File: src/rtl/tmds_word_aligner.sv
// TMDS receive word aligner: slides a 10-bit window across two deserialized words
// until control tokens line up, then holds that bit offset while tokens keep arriving.
module tmds_word_aligner #(
    parameter int TOKEN_COUNT    = 8,
    parameter int SEARCH_TIMEOUT = 16,
    parameter int LOCK_TIMEOUT   = 2048
) (
    input  logic       i_clk,
    input  logic       i_rst_n,
    input  logic [9:0] i_data,
    output logic [9:0] o_data,
    output logic       o_token,
    output logic       o_locked,
    output logic [3:0] o_offset
);
    localparam int MW = $clog2(TOKEN_COUNT + 1);
    localparam int IW = $clog2(SEARCH_TIMEOUT);
    localparam int WW = $clog2(LOCK_TIMEOUT);

    localparam logic [MW-1:0] MATCH_LAST = MW'(TOKEN_COUNT - 1);
    localparam logic [IW-1:0] IDLE_LAST  = IW'(SEARCH_TIMEOUT - 1);
    localparam logic [WW-1:0] WD_LAST    = WW'(LOCK_TIMEOUT - 1);

    typedef enum logic {
        SEARCH,
        LOCKED
    } state_t;

    state_t          state_q;
    logic [9:0]      prev_q;
    logic [9:0]      data_q;
    logic            token_q;
    logic [3:0]      offset_q;
    logic [MW-1:0]   match_cnt_q;
    logic [IW-1:0]   idle_cnt_q;
    logic [WW-1:0]   wd_cnt_q;

    logic [19:0]     cat;
    logic [9:0]      win;
    logic            tok;
    logic [3:0]      offset_d;

    // prev_q holds the earlier word, so the window walks forward in wire order as offset grows
    always_comb begin
        cat      = {i_data, prev_q};
        win      = 10'(cat >> offset_q);
        tok      = 1'b0;
        case (win)
            10'h354, 10'h0AB, 10'h154, 10'h2AB: tok = 1'b1;
            default:                            tok = 1'b0;
        endcase
        offset_d = (offset_q == 4'd9) ? 4'd0 : offset_q + 4'd1;
    end

    always_ff @(posedge i_clk) begin
        if (!i_rst_n) begin
            state_q     <= SEARCH;
            prev_q      <= '0;
            data_q      <= '0;
            token_q     <= 1'b0;
            offset_q    <= '0;
            match_cnt_q <= '0;
            idle_cnt_q  <= '0;
            wd_cnt_q    <= '0;
        end else begin
            prev_q  <= i_data;
            data_q  <= win;
            token_q <= tok;
            case (state_q)
                SEARCH: begin
                    if (tok) begin
                        idle_cnt_q <= '0;
                        if (match_cnt_q == MATCH_LAST) begin
                            state_q     <= LOCKED;
                            match_cnt_q <= '0;
                            wd_cnt_q    <= '0;
                        end else begin
                            match_cnt_q <= match_cnt_q + MW'(1);
                        end
                    end else begin
                        match_cnt_q <= '0;
                        if (idle_cnt_q == IDLE_LAST) begin
                            offset_q   <= offset_d;
                            idle_cnt_q <= '0;
                        end else begin
                            idle_cnt_q <= idle_cnt_q + IW'(1);
                        end
                    end
                end
                LOCKED: begin
                    // Losing lock keeps the offset so the next search starts where we were
                    if (tok) begin
                        wd_cnt_q <= '0;
                    end else if (wd_cnt_q == WD_LAST) begin
                        state_q     <= SEARCH;
                        match_cnt_q <= '0;
                        idle_cnt_q  <= '0;
                        wd_cnt_q    <= '0;
                    end else begin
                        wd_cnt_q <= wd_cnt_q + WW'(1);
                    end
                end
                default: state_q <= SEARCH;
            endcase
        end
    end

    assign o_data   = data_q;
    assign o_token  = token_q;
    assign o_locked = (state_q == LOCKED);
    assign o_offset = offset_q;

endmodule

File: config.mk
export PLATFORM = sky130hd
export DESIGN_NAME = tmds_word_aligner
export DESIGN_NICKNAME = d
export VERILOG_FILES = /design/src/rtl/tmds_word_aligner.sv
export SDC_FILE = /design/constraint.sdc
export NUM_CORES = 1
export LEC_CHECK = 0
export BUFFER_PORTS_ARGS = -buffer_cell sky130_fd_sc_hd__buf_2
export CAP_MARGIN = 5
export CORE_UTILIZATION = 53
export CTS_CLUSTER_DIAMETER = 30
export DETAILED_ROUTE_END_ITERATION = 10
export PLACE_DENSITY = 0.76
export RECOVER_POWER = 100
export SYNTH_ARGS = -nofsm -noshare
export SYNTH_HDL_FRONTEND = slang
export SYNTH_SLANG_ARGS = --single-unit
File: constraint.sdc
create_clock -name i_clk -period 2.8 [get_ports i_clk]
set_input_delay 0.14 -clock i_clk [delete_from_list [all_inputs] [get_ports i_clk]]
set_output_delay 0.14 -clock i_clk [all_outputs]
set_load 0.02 [all_outputs]
; ---- Yosys cells after proc, flatten, opt, wreduce, memory -nomap -nowiden
; Index checks and enable logic that the tools add are counted.
[word_totals]
register_bits = 45
input_bits = 12
out_inout_bits = 16
[op_classes]
add_sub_neg = 4
n_eq_ne = 12
shifts = 1
mux = 20
bitwise = 2
n_reduce_logical = 4
[op_table]
columns = cell, n
row1 = 2-to-1 mux 11 bit, 4
row2 = 2-to-1 mux 4 bit, 7
row3 = one-hot mux 11 bit (2 select lines), 1
row4 = "== test 10 bit, second input constant", 2
row5 = right shift 20 x 4 -> 10 bit, 1
row6 = one-hot mux 4 bit (2 select lines), 2
row7 = "adder 4 x 1 -> 4 bit, second input constant", 3
row8 = "adder 11 x 1 -> 11 bit, second input constant", 1
row9 = "== test 11 bit, second input constant", 1
row10 = "== test 10 x 8 -> 1 bit, second input constant", 1
row11 = "== test 10 x 9 -> 1 bit, second input constant", 1
row12 = "== test 4 bit, second input constant", 2
row13 = "!= test 2 bit, second input constant", 3
row14 = 2-to-1 mux 1 bit, 5
row15 = "== test 4 x 3 -> 1 bit, second input constant", 1
row16 = AND reduction 2 bit, 2
row17 = OR reduction 4 bit, 1
row18 = AND reduction 3 bit, 1
row19 = "!= test 2 x 1 -> 1 bit, second input constant", 1
row20 = NOT 1 bit, 2
row21 = one-hot mux 1 bit (2 select lines), 1

; ---- Logic depth before layout (Yosys ltp)
; Gate-level depths: netlist of run 1.
[logic_depth]
word_depth = 6
ltp_mapped = 12
depth_no_buf = 9

; ---- Worst setup path after synthesis of run 1
; Ideal clock, no wire load.
[synth_path]
path_type = flip-flop to flip-flop
from = register offset_q[1] (netlist: o_offset[1])
to = register wd_cnt_q[3]
setup_ns = 0.138
arrival_ns = 2.795
required_time_ns = 2.662
path_slack_ns = -0.133
path_stages_with_launch = 11
n_path_buf = 1
path_cell_list = dfxtp_1 > buf_6 > mux4_2 > and2_1 > a311oi_2 > o21ai_1 > nor4_4 > o21ai_2 > a211o_1 > xor2_1 > nor2_1
[synth_between]
elab_chain_len = 6
[synth_rtl]
columns = element, line
row1 = from (decl), 33  ; logic [3:0] offset_q;
row2 = from (signal assigned), 83  ; offset_q <= offset_d;
row3 = right shift 20 x 4 -> 10 bit *, 46  ; win = 10'(cat >> offset_q);
row4 = == test 10 bit (tied with other cells), 48  ; case (win)
row5 = OR reduction 4 bit *, 48
row6 = 2-to-1 mux 1 bit *, 48
row7 = 2-to-1 mux 11 bit / != test 2 bit (equally long branches), -
row8 = one-hot mux 11 bit (2 select lines) / AND reduction 2 bit (equally long branches), -
row9 = to (signal assigned), 100  ; wd_cnt_q <= wd_cnt_q + WW'(1);
row10 = to (decl), 36  ; logic [WW-1:0] wd_cnt_q;
; Mark *: on every way between the ends. The rest lies on a longest branch, timed or not.
; A chain may end at the register's enable or synchronous reset.

; ---- Worst setup path after layout of run 1
; Ends and elaborated chain as after synthesis.

==> impl_metrics.xml, run 1 <==
<?xml version="1.0" encoding="UTF-8"?>
<metrics>
  <group name="global_routing">
    <metric name="antenna_found_initial" unit="">0</metric>
    <metric name="wire_length_of_the_first_global_routing_pass" unit="um">11100</metric>
    <metric name="global_route_met2_utilization" unit="%">43.4</metric>
    <metric name="pin_count_of_the_biggest_net_entering_global_routing" unit="">22</metric>
    <metric name="groute.usage.overall" unit="%">27.2</metric>
    <metric name="grt_pass1_vias" unit="">2342</metric>
    <metric name="grt_use_met1" unit="%">36.7</metric>
    <metric name="globalRouteOverflowTotal" unit="">0</metric>
    <metric name="met3_usage_grt" unit="%">6.63</metric>
    <metric name="global_route.peak_usage_layer" unit="">met2</metric>
  </group>
  <group name="critical_path">
    <metric name="critPathKind" unit="">reg -&gt; reg</metric>
    <metric name="cp_capture_type" unit="">flop</metric>
    <metric name="setup.reg_to_reg.worst_slack" unit="ns">-0.04</metric>
    <metric name="r2r_start" unit="">o_offset[1]</metric>
    <metric name="worstPathBufferInverterCount" unit="">2</metric>
    <metric name="crit_path_cell_trace" unit="">buf_4, clkbuf_16, nor2_1, a22oi_1, nand3_1, a2111oi_4, and3_4, o21ai_2, a211o_1, xor2_1, nor2_1</metric>
    <metric name="r2r_end" unit="">wd_cnt_q[3]</metric>
    <metric name="critical-path-slowest-cell" unit="">dfxtp_4</metric>
    <metric name="worst-endpoint-arrival" unit="ns">3.03</metric>
    <metric name="required" unit="ns">3.00</metric>
    <metric name="critical_path.max_stage_delay" unit="ns">0.42</metric>
    <metric name="critical_path.startpoint_type" unit="">flop</metric>
    <metric name="worst-path-max-fanout" unit="">7</metric>
    <metric name="register_to_register_path_depth" unit="">11</metric>
    <metric name="cpLargestDelayFamily" unit="">compound AO/OA/AOI/OAI gates</metric>
    <metric name="critical_path.most_common_cell" unit="">nor2_1</metric>
  </group>
  <group name="cts">
    <metric name="ctsHoldBuffers" unit="">0</metric>
    <metric name="cts_max_path_buffers" unit="">2</metric>
    <metric name="insertion_delay" unit="ns">0.29</metric>
    <metric name="cts_tree" unit="">built</metric>
    <metric name="htree_levels" unit="">2</metric>
    <metric name="clk_root_buffer_cell" unit="">clkbuf_8</metric>
    <metric name="numCtsBuffers" unit="">5</metric>
    <metric name="clkSlewWorstSetupHoldPaths" unit="ns">0.08</metric>
    <metric name="clk_sinks" unit="">45</metric>
  </group>
  <group name="logic_synthesis">
    <metric name="synthCells" unit="">281</metric>
    <metric name="mean_instance_size_in_the_synthesized_netlist" unit="um2">9.56</metric>
    <metric name="most_area_hungry_cell_type_in_the_yosys_netlist" unit="">dfxtp_1</metric>
    <metric name="fraction_of_post_synthesis_cell_area_in_the_top_cell_type_by_area" unit="%">33.5</metric>
    <metric name="ys_top_cells_by_area" unit="">dfxtp_1 34%, mux4_2 13%, mux2i_1 9.3%</metric>
    <metric name="syn-cell-area" unit="um2">2690</metric>
    <metric name="synth.ff_latch_count" unit="">45</metric>
    <metric name="yosysSeqAreaShare" unit="%">33.5</metric>
    <metric name="yosys.cell_types.count" unit="">63</metric>
    <metric name="synth_flop_cell" unit="">dfxtp_1</metric>
    <metric name="synth_enable_flop_cells" unit="">0</metric>
    <metric name="synthesis.yosys.warnings" unit="">0</metric>
    <metric name="synth_fp_nets" unit="">296</metric>
    <metric name="postSynth.asyncResetShare" unit="%">0</metric>
  </group>
  <group name="sta">
    <metric name="tightestPinTransition" unit="ns">0.952</metric>
    <metric name="slew_viol_final" unit="">0</metric>
    <metric name="timing.final.ws_setup" unit="ns">-0.0350</metric>
    <metric name="clock-skew-final" unit="ns">0.00360</metric>
    <metric name="layout_worst_path_cycle_share" unit="%">101</metric>
    <metric name="report.final.setup_viol" unit="">2</metric>
    <metric name="hold-worst-slack" unit="ns">0.129</metric>
    <metric name="fmaxAchievable" unit="MHz">353</metric>
    <metric name="finalCriticalPeriod" unit="ns">2.84</metric>
    <metric name="final-hold-violation-count" unit="">0</metric>
    <metric name="timing.max_slew.rel_slack" unit="%">36.5</metric>
    <metric name="rsz0062_at_grt" unit="">true</metric>
  </group>
  <group name="floorplanning">
    <metric name="chipWidth" unit="um">73.2</metric>
    <metric name="row_count" unit="">25</metric>
    <metric name="floorplan.io_pins" unit="">28</metric>
    <metric name="floorplan.die_area" unit="um2">5360</metric>
    <metric name="floorplan.initialDensity" unit="%">56.2</metric>
    <metric name="die-height" unit="um">73.2</metric>
    <metric name="design.core.area" unit="um2">4790</metric>
  </group>
  <group name="hold_path">
    <metric name="min_from" unit="">i_data[9]</metric>
    <metric name="hold-path-endpoint" unit="">prev_q[9]</metric>
    <metric name="timing.hold.worst.class" unit="">in -&gt; reg</metric>
    <metric name="whs_path_depth" unit="">2</metric>
  </group>
  <group name="cells_and_area">
    <metric name="layout-drive-gt1-share" unit="%">34.4</metric>
    <metric name="layout.cells.most_common" unit="">dfxtp_1</metric>
    <metric name="fin_util" unit="%">72.7</metric>
    <metric name="seqCellArea" unit="um2">911</metric>
    <metric name="areaGrowthSynthToFinish" unit="%">29.5</metric>
    <metric name="finish.net_count" unit="">360</metric>
    <metric name="mostFrequentLayoutCells" unit="">41 x dfxtp_1, 36 x buf_4, 25 x nor2_1, 21 x nand2_1, 19 x mux2i_1</metric>
    <metric name="multiInputGateArea" unit="um2">1850</metric>
    <metric name="antenna-diode-count" unit="">0</metric>
    <metric name="n_fill_cell" unit="">342</metric>
  </group>
  <group name="routing">
    <metric name="post_drt_via_cell_ratio" unit="">6.22</metric>
    <metric name="detail_route.wirelength" unit="um">7590</metric>
    <metric name="dr.first_iter.drc_count" unit="">199</metric>
    <metric name="dr.pass1.iters" unit="">5</metric>
    <metric name="drc" unit="">0</metric>
    <metric name="drtAntennaViolNets" unit="">0</metric>
    <metric name="routed-via-count" unit="">2568</metric>
    <metric name="avgRoutedWirePerCell" unit="um">18.4</metric>
  </group>
  <group name="power">
    <metric name="cellPowerDensity" unit="nW/um2">351</metric>
    <metric name="totalPowerFinal" unit="W">0.00122</metric>
    <metric name="worst_ir_drop_vdd" unit="mV">0.237</metric>
    <metric name="power_leakage" unit="nW">1.33</metric>
  </group>
  <group name="run_status">
    <metric name="run_status" unit="">finished with violations</metric>
    <metric name="failing_checks" unit="">setup timing</metric>
  </group>
  <group name="place">
    <metric name="io_buffer_count" unit="">27</metric>
    <metric name="dp_hpwl" unit="um">4930</metric>
    <metric name="place_congestion" unit="">0.997</metric>
  </group>
  <group name="job">
    <metric name="drv.max_cap_violation_count" unit="">0</metric>
  </group>
</metrics>
-- where the power goes --
group	switching, W	internal (W)
Sequential	0.0000133	0.000655
Clock	0.000222	0.000176
Combinational	0.0000839	0.0000710
Total	0.000319	0.000902
-- worst max-delay path by stage --
stage          cells after the start   startpoint  slack, ns              to
2_1_floorplan                     10  o_offset[1]       0.04     o_offset[2]
5_1_grt                           10  o_offset[1]      -0.19     wd_cnt_q[3]
4_1_cts                           12  o_offset[1]      0.002  match_cnt_q[2]
3_5_place_dp                      10  o_offset[1]      -0.13     wd_cnt_q[7]
6_report                          11  o_offset[1]      -0.04     wd_cnt_q[3]
3_3_place_gp                       9  o_offset[0]      -0.04     wd_cnt_q[3]
-- registers in the layout (all words and copies together), names as in the netlist --
name and cells:
idle_cnt_q 4, match_cnt_q 4, o_data 10, o_locked 1, o_offset 4, o_token 1, prev_q 10, wd_cnt_q 11
-- metrics by stage --
| stage | instances | setup slack (ns) | TNS (ns) | area [um2] |
|---|---|---|---|---|
| floorplan | 281 | 0.0429 | 0 | 2720 |
| finish | 413 | -0.0350 | -0.0352 | 3480 |
| global route | 413 | -0.186 | -1.94 | 3480 |
| global placement | 397 | -0.0412 | -0.263 | 3140 |
| detailed placement | 397 | -0.129 | -0.959 | 3140 |
| CTS | 406 | 0.00249 | 0 | 3270 |
-- kinds of logic (layout without fill, tap and decap cells) --
kind of cell    after synthesis  count (layout)  share of synthesized area, %
simple gates                110             110                          22.0
flops                        45              45                          33.5
mux                          42              42                          22.7
compound gates               51              51                          14.2
xor+xnor                      6               6                          1.96
fa+ha+maj                     3               3                          1.40
buf+inv                      24              89                          4.19
-- worst reg2reg max path: stages, from the launching register on --
cell	delay, ns
dfxtp_4	0.42
buf_4	0.14
clkbuf_16	0.13
nor2_1	0.08
a22oi_1	0.41
nand3_1	0.24
a2111oi_4	0.42
and3_4	0.31
o21ai_2	0.11
a211o_1	0.28
xor2_1	0.13
nor2_1	0.05
-- synthesized netlist by cell type (all sizes together) (2+ instances only) --
cell type	instances
nand3b	7
xnor2	4
ha	3
and3	7
clkbuf	5
nor4	3
buf	9
a211oi	3
a41oi	2
o211ai	2
and2	15
xor2	2
nor2	25
mux2i	25
mux2	2
o22ai	2
o21ai	5
o31ai	2
nand2b	6
nand3	11
a2111oi	2
nor2b	2
nor3	7
a21oi	11
nand2	21
mux4	15
inv	9
a21bo	3
nand4	3
a311oi	2
a221oi	2
a31oi	2
dfxtp	45
-- area by class of cell --
cell class	instances	share of cell area, %
multi-input combinational	212	53.1
sequential	45	26.2
timing repair buffer	71	14.7
tap	67	2.41
clock buffer	6	2.09
inverter	10	1.08
clock inverter	2	0.431
-- what timing repair did --
action / CTS / global route
cloned: 0 / 1
resized for setup: 9 / 28
endpoints found under the hold margin: 0 / 0
endpoints found under the setup margin: 14 / 21
buffers inserted: 1 / 7
pin swaps: 1 / 13
-- per-layer routing --
| metal | wire, um | vias up |
|---|---|---|
| met5 | 0 | - |
| met4 | 301 | 0 |
| met3 | 660 | 37 |
| met2 | 3540 | 144 |
| met1 | 3090 | 1205 |
| li1 | - | 1182 |
Note: power is estimated with default switching activity, not from simulation.
==> run 2, diff against run 1 <==
--- a/config.mk
+++ b/config.mk
@@ -7,10 +7,10 @@
 export LEC_CHECK = 0
 export BUFFER_PORTS_ARGS = -buffer_cell sky130_fd_sc_hd__buf_2
 export CAP_MARGIN = 5
-export CORE_UTILIZATION = 53
+export CORE_UTILIZATION = 48
 export CTS_CLUSTER_DIAMETER = 30
 export DETAILED_ROUTE_END_ITERATION = 10
-export PLACE_DENSITY = 0.76
+export PLACE_DENSITY = 0.7
 export RECOVER_POWER = 100
 export SYNTH_ARGS = -nofsm -noshare
 export SYNTH_HDL_FRONTEND = slang
==> run 2 against run 1 <==
  * The run still ends with setup timing left
  * Die area up 10%
  * Register-to-register slack about the same
  * Sequential power about the same
  * Cell count up 2.2%
  * Routed wire length down 2.3%
  * Fmax fell by 0.32%
==> impl_metrics.xml, run 2 (synthesis results as in run 1) <==
<?xml version="1.0" encoding="UTF-8"?>
<metrics>
  <group name="cells_and_area">
    <metric name="final_design_area_no_fill" unit="um2">3590</metric>
    <metric name="finish.cell_count_without_fillers" unit="">422</metric>
    <metric name="n_fill_cell" unit="">384</metric>
    <metric name="largest_register_ffs" unit="">11</metric>
    <metric name="finish.net_count" unit="">366</metric>
    <metric name="areaGrowthSynthToFinish" unit="%">33.7</metric>
    <metric name="layout-drive-gt1-share" unit="%">37.8</metric>
    <metric name="layout.cells.most_common" unit="">buf_4</metric>
    <metric name="multiInputGateArea" unit="um2">1920</metric>
    <metric name="seqCellArea" unit="um2">911</metric>
    <metric name="antenna-diode-count" unit="">0</metric>
    <metric name="largest_register" unit="">wd_cnt_q</metric>
    <metric name="mostFrequentLayoutCells" unit="">44 x buf_4, 41 x dfxtp_1, 24 x nor2_1, 21 x nand2_1, 17 x mux2i_1</metric>
  </group>
  <group name="routing">
    <metric name="drc" unit="">0</metric>
    <metric name="avgRoutedWirePerCell" unit="um">17.6</metric>
    <metric name="dr.first_iter.drc_count" unit="">175</metric>
    <metric name="dr.pass1.iters" unit="">4</metric>
    <metric name="post_drt_via_cell_ratio" unit="">5.97</metric>
    <metric name="detail_route.wirelength" unit="um">7420</metric>
    <metric name="routed-via-count" unit="">2518</metric>
    <metric name="drtAntennaViolNets" unit="">0</metric>
  </group>
  <group name="global_routing">
    <metric name="pin_count_of_the_biggest_net_entering_global_routing" unit="">22</metric>
    <metric name="groute.usage.overall" unit="%">24.5</metric>
    <metric name="antenna_found_initial" unit="">0</metric>
    <metric name="wire_length_of_the_first_global_routing_pass" unit="um">11500</metric>
    <metric name="globalRouteOverflowTotal" unit="">0</metric>
    <metric name="grt_pass1_vias" unit="">2391</metric>
  </group>
  <group name="power">
    <metric name="seqPwrFrac" unit="%">53.4</metric>
    <metric name="combPwrFrac" unit="%">13.2</metric>
    <metric name="cellPowerDensity" unit="nW/um2">348</metric>
    <metric name="p_sw" unit="W">0.000339</metric>
    <metric name="power_leakage" unit="nW">1.38</metric>
    <metric name="worst_ir_drop_vdd" unit="mV">0.228</metric>
    <metric name="power.internal" unit="W">0.000911</metric>
    <metric name="totalPowerFinal" unit="W">0.00125</metric>
    <metric name="p_clk_share" unit="%">33.4</metric>
    <metric name="p_sw_share" unit="%">27.1</metric>
  </group>
  <group name="sta">
    <metric name="clock-skew-final" unit="ns">0.00672</metric>
    <metric name="timing.max_slew.rel_slack" unit="%">38.5</metric>
    <metric name="report.final.setup_viol" unit="">5</metric>
    <metric name="fmaxAchievable" unit="MHz">352</metric>
    <metric name="final-hold-violation-count" unit="">0</metric>
    <metric name="slew_viol_final" unit="">0</metric>
    <metric name="tightestPinTransition" unit="ns">0.922</metric>
    <metric name="timing.final.ws_setup" unit="ns">-0.0441</metric>
    <metric name="finalCriticalPeriod" unit="ns">2.84</metric>
    <metric name="layout_worst_path_cycle_share" unit="%">102</metric>
    <metric name="rsz0062_at_grt" unit="">true</metric>
  </group>
  <group name="critical_path">
    <metric name="required" unit="ns">3.00</metric>
    <metric name="critical_path.startpoint_type" unit="">flop</metric>
    <metric name="worst-path-max-fanout" unit="">10</metric>
    <metric name="cp_capture_type" unit="">flop</metric>
    <metric name="worst-endpoint-arrival" unit="ns">3.05</metric>
    <metric name="critPathKind" unit="">reg -&gt; reg</metric>
  </group>
  <group name="cts">
    <metric name="numCtsBuffers" unit="">5</metric>
    <metric name="htree_levels" unit="">2</metric>
    <metric name="clk_root_buffer_cell" unit="">clkbuf_8</metric>
    <metric name="clk_sinks" unit="">45</metric>
    <metric name="cts_max_path_buffers" unit="">2</metric>
    <metric name="ctsHoldBuffers" unit="">0</metric>
    <metric name="cts_tree" unit="">built</metric>
    <metric name="clkSlewWorstSetupHoldPaths" unit="ns">0.09</metric>
    <metric name="insertion_delay" unit="ns">0.30</metric>
  </group>
  <group name="place">
    <metric name="place_area" unit="um2">3170</metric>
    <metric name="place_congestion" unit="">0.911</metric>
    <metric name="placed_cells_incl_taps" unit="">405</metric>
    <metric name="io_buffer_count" unit="">27</metric>
    <metric name="dp_hpwl" unit="um">4930</metric>
  </group>
  <group name="floorplanning">
    <metric name="design.core.area" unit="um2">5240</metric>
    <metric name="die-height" unit="um">76.8</metric>
    <metric name="chipWidth" unit="um">76.8</metric>
    <metric name="floorplan.initialDensity" unit="%">51.3</metric>
    <metric name="floorplan.io_pins" unit="">28</metric>
    <metric name="floorplan.die_area" unit="um2">5900</metric>
    <metric name="row_count" unit="">26</metric>
  </group>
  <group name="job">
    <metric name="drv.max_cap_violation_count" unit="">0</metric>
  </group>
  <group name="run_status">
    <metric name="run_status" unit="">finished with violations</metric>
    <metric name="failing_checks" unit="">setup timing</metric>
  </group>
  <group name="hold_path">
    <metric name="timing.hold.worst.class" unit="">in -&gt; reg</metric>
  </group>
</metrics>
==> run 2: cell types whose count changed in the layout (fill, tap and decap cells not counted), moves of 2 or more <==
| cell | before | now |
|---|---|---|
| buf_6 | 5 | 3 |
| mux2i_2 | 3 | 1 |
| o21ai_2 | 1 | 4 |
| buf_4 | 36 | 44 |
| o21ai_1 | 3 | 0 |
| mux2i_4 | 3 | 7 |
| mux2i_1 | 19 | 17 |
| a21oi_1 | 8 | 6 |
| a21oi_2 | 2 | 4 |
==> run 2: timing repair <==
action / CTS / global route
resized for setup: 13 / 37
pin swaps: 12 / 12
buffers inserted: 3 / 5
gates cloned: 0 / 1
endpoints found under the setup margin: 15 / 24
==> run 2: cell type report <==
type | instances | area share, %
clock buffer | 5 | 1.92
clock inverter | 3 | 0.592
inverter | 10 | 1.04
multi-input combinational | 212 | 53.4
sequential | 45 | 25.3
tap | 70 | 2.44
timing repair buffer | 77 | 15.3
==> run 2: worst paths after layout <==
kind,start,endpoint,slack [ns],cells after the start
worst max-delay path,o_offset[1],wd_cnt_q[3],-0.04,10
worst min-delay path,i_data[9],prev_q[9],0.13,2
worst max register to register,o_offset[1],wd_cnt_q[3],-0.04,10
worst min register to register,wd_cnt_q[10],wd_cnt_q[10],0.49,2
==> run 2: metal layers <==
| layer | routed length [um] | vias up | GRT usage, % |
|---|---|---|---|
| met3 | 417 | 22 | 5.12 |
| met2 | 3500 | 92 | 37.3 |
| met5 | 0 | - | 0 |
| met4 | 189 | 0 | 11.5 |
| met1 | 3310 | 1210 | 33.1 |
| li1 | - | 1194 | - |
==> run 2: critical path, cell delays in order, from the launching register on <==
cell,delay (ns)
dfxtp_4,0.44
buf_12,0.16
mux2i_2,0.28
mux2i_1,0.11
mux4_2,0.52
a2111oi_4,0.35
and3_4,0.28
o21ai_2,0.11
a211o_1,0.29
xor2_1,0.14
nor2_1,0.05
==> run 2: power groups by stage <==
stage | clock (W) | sequential [W] | combinational [W]
after global placement | 0 | 0.000683 | 0.000138
after CTS | 0.000424 | 0.000667 | 0.000145
after global routing | 0.000446 | 0.000670 | 0.000175
final | 0.000417 | 0.000668 | 0.000165
after floorplan | 0 | 0.000688 | 0.0000705
after detailed placement | 0 | 0.000683 | 0.000140
==> run 2: through the flow <==
step	util, %	TNS (ns)	hold slack [ns]	setup WS [ns]
after detailed placement	60.5	-0.785	0.422	-0.0930
after floorplan	-	0	0.262	0.0429
after global routing	68.6	-1.62	0.143	-0.135
final	68.6	-0.111	0.134	-0.0441
after global placement	60.5	-0.324	0.423	-0.0826
after CTS	63.7	-0.405	0.117	-0.0880
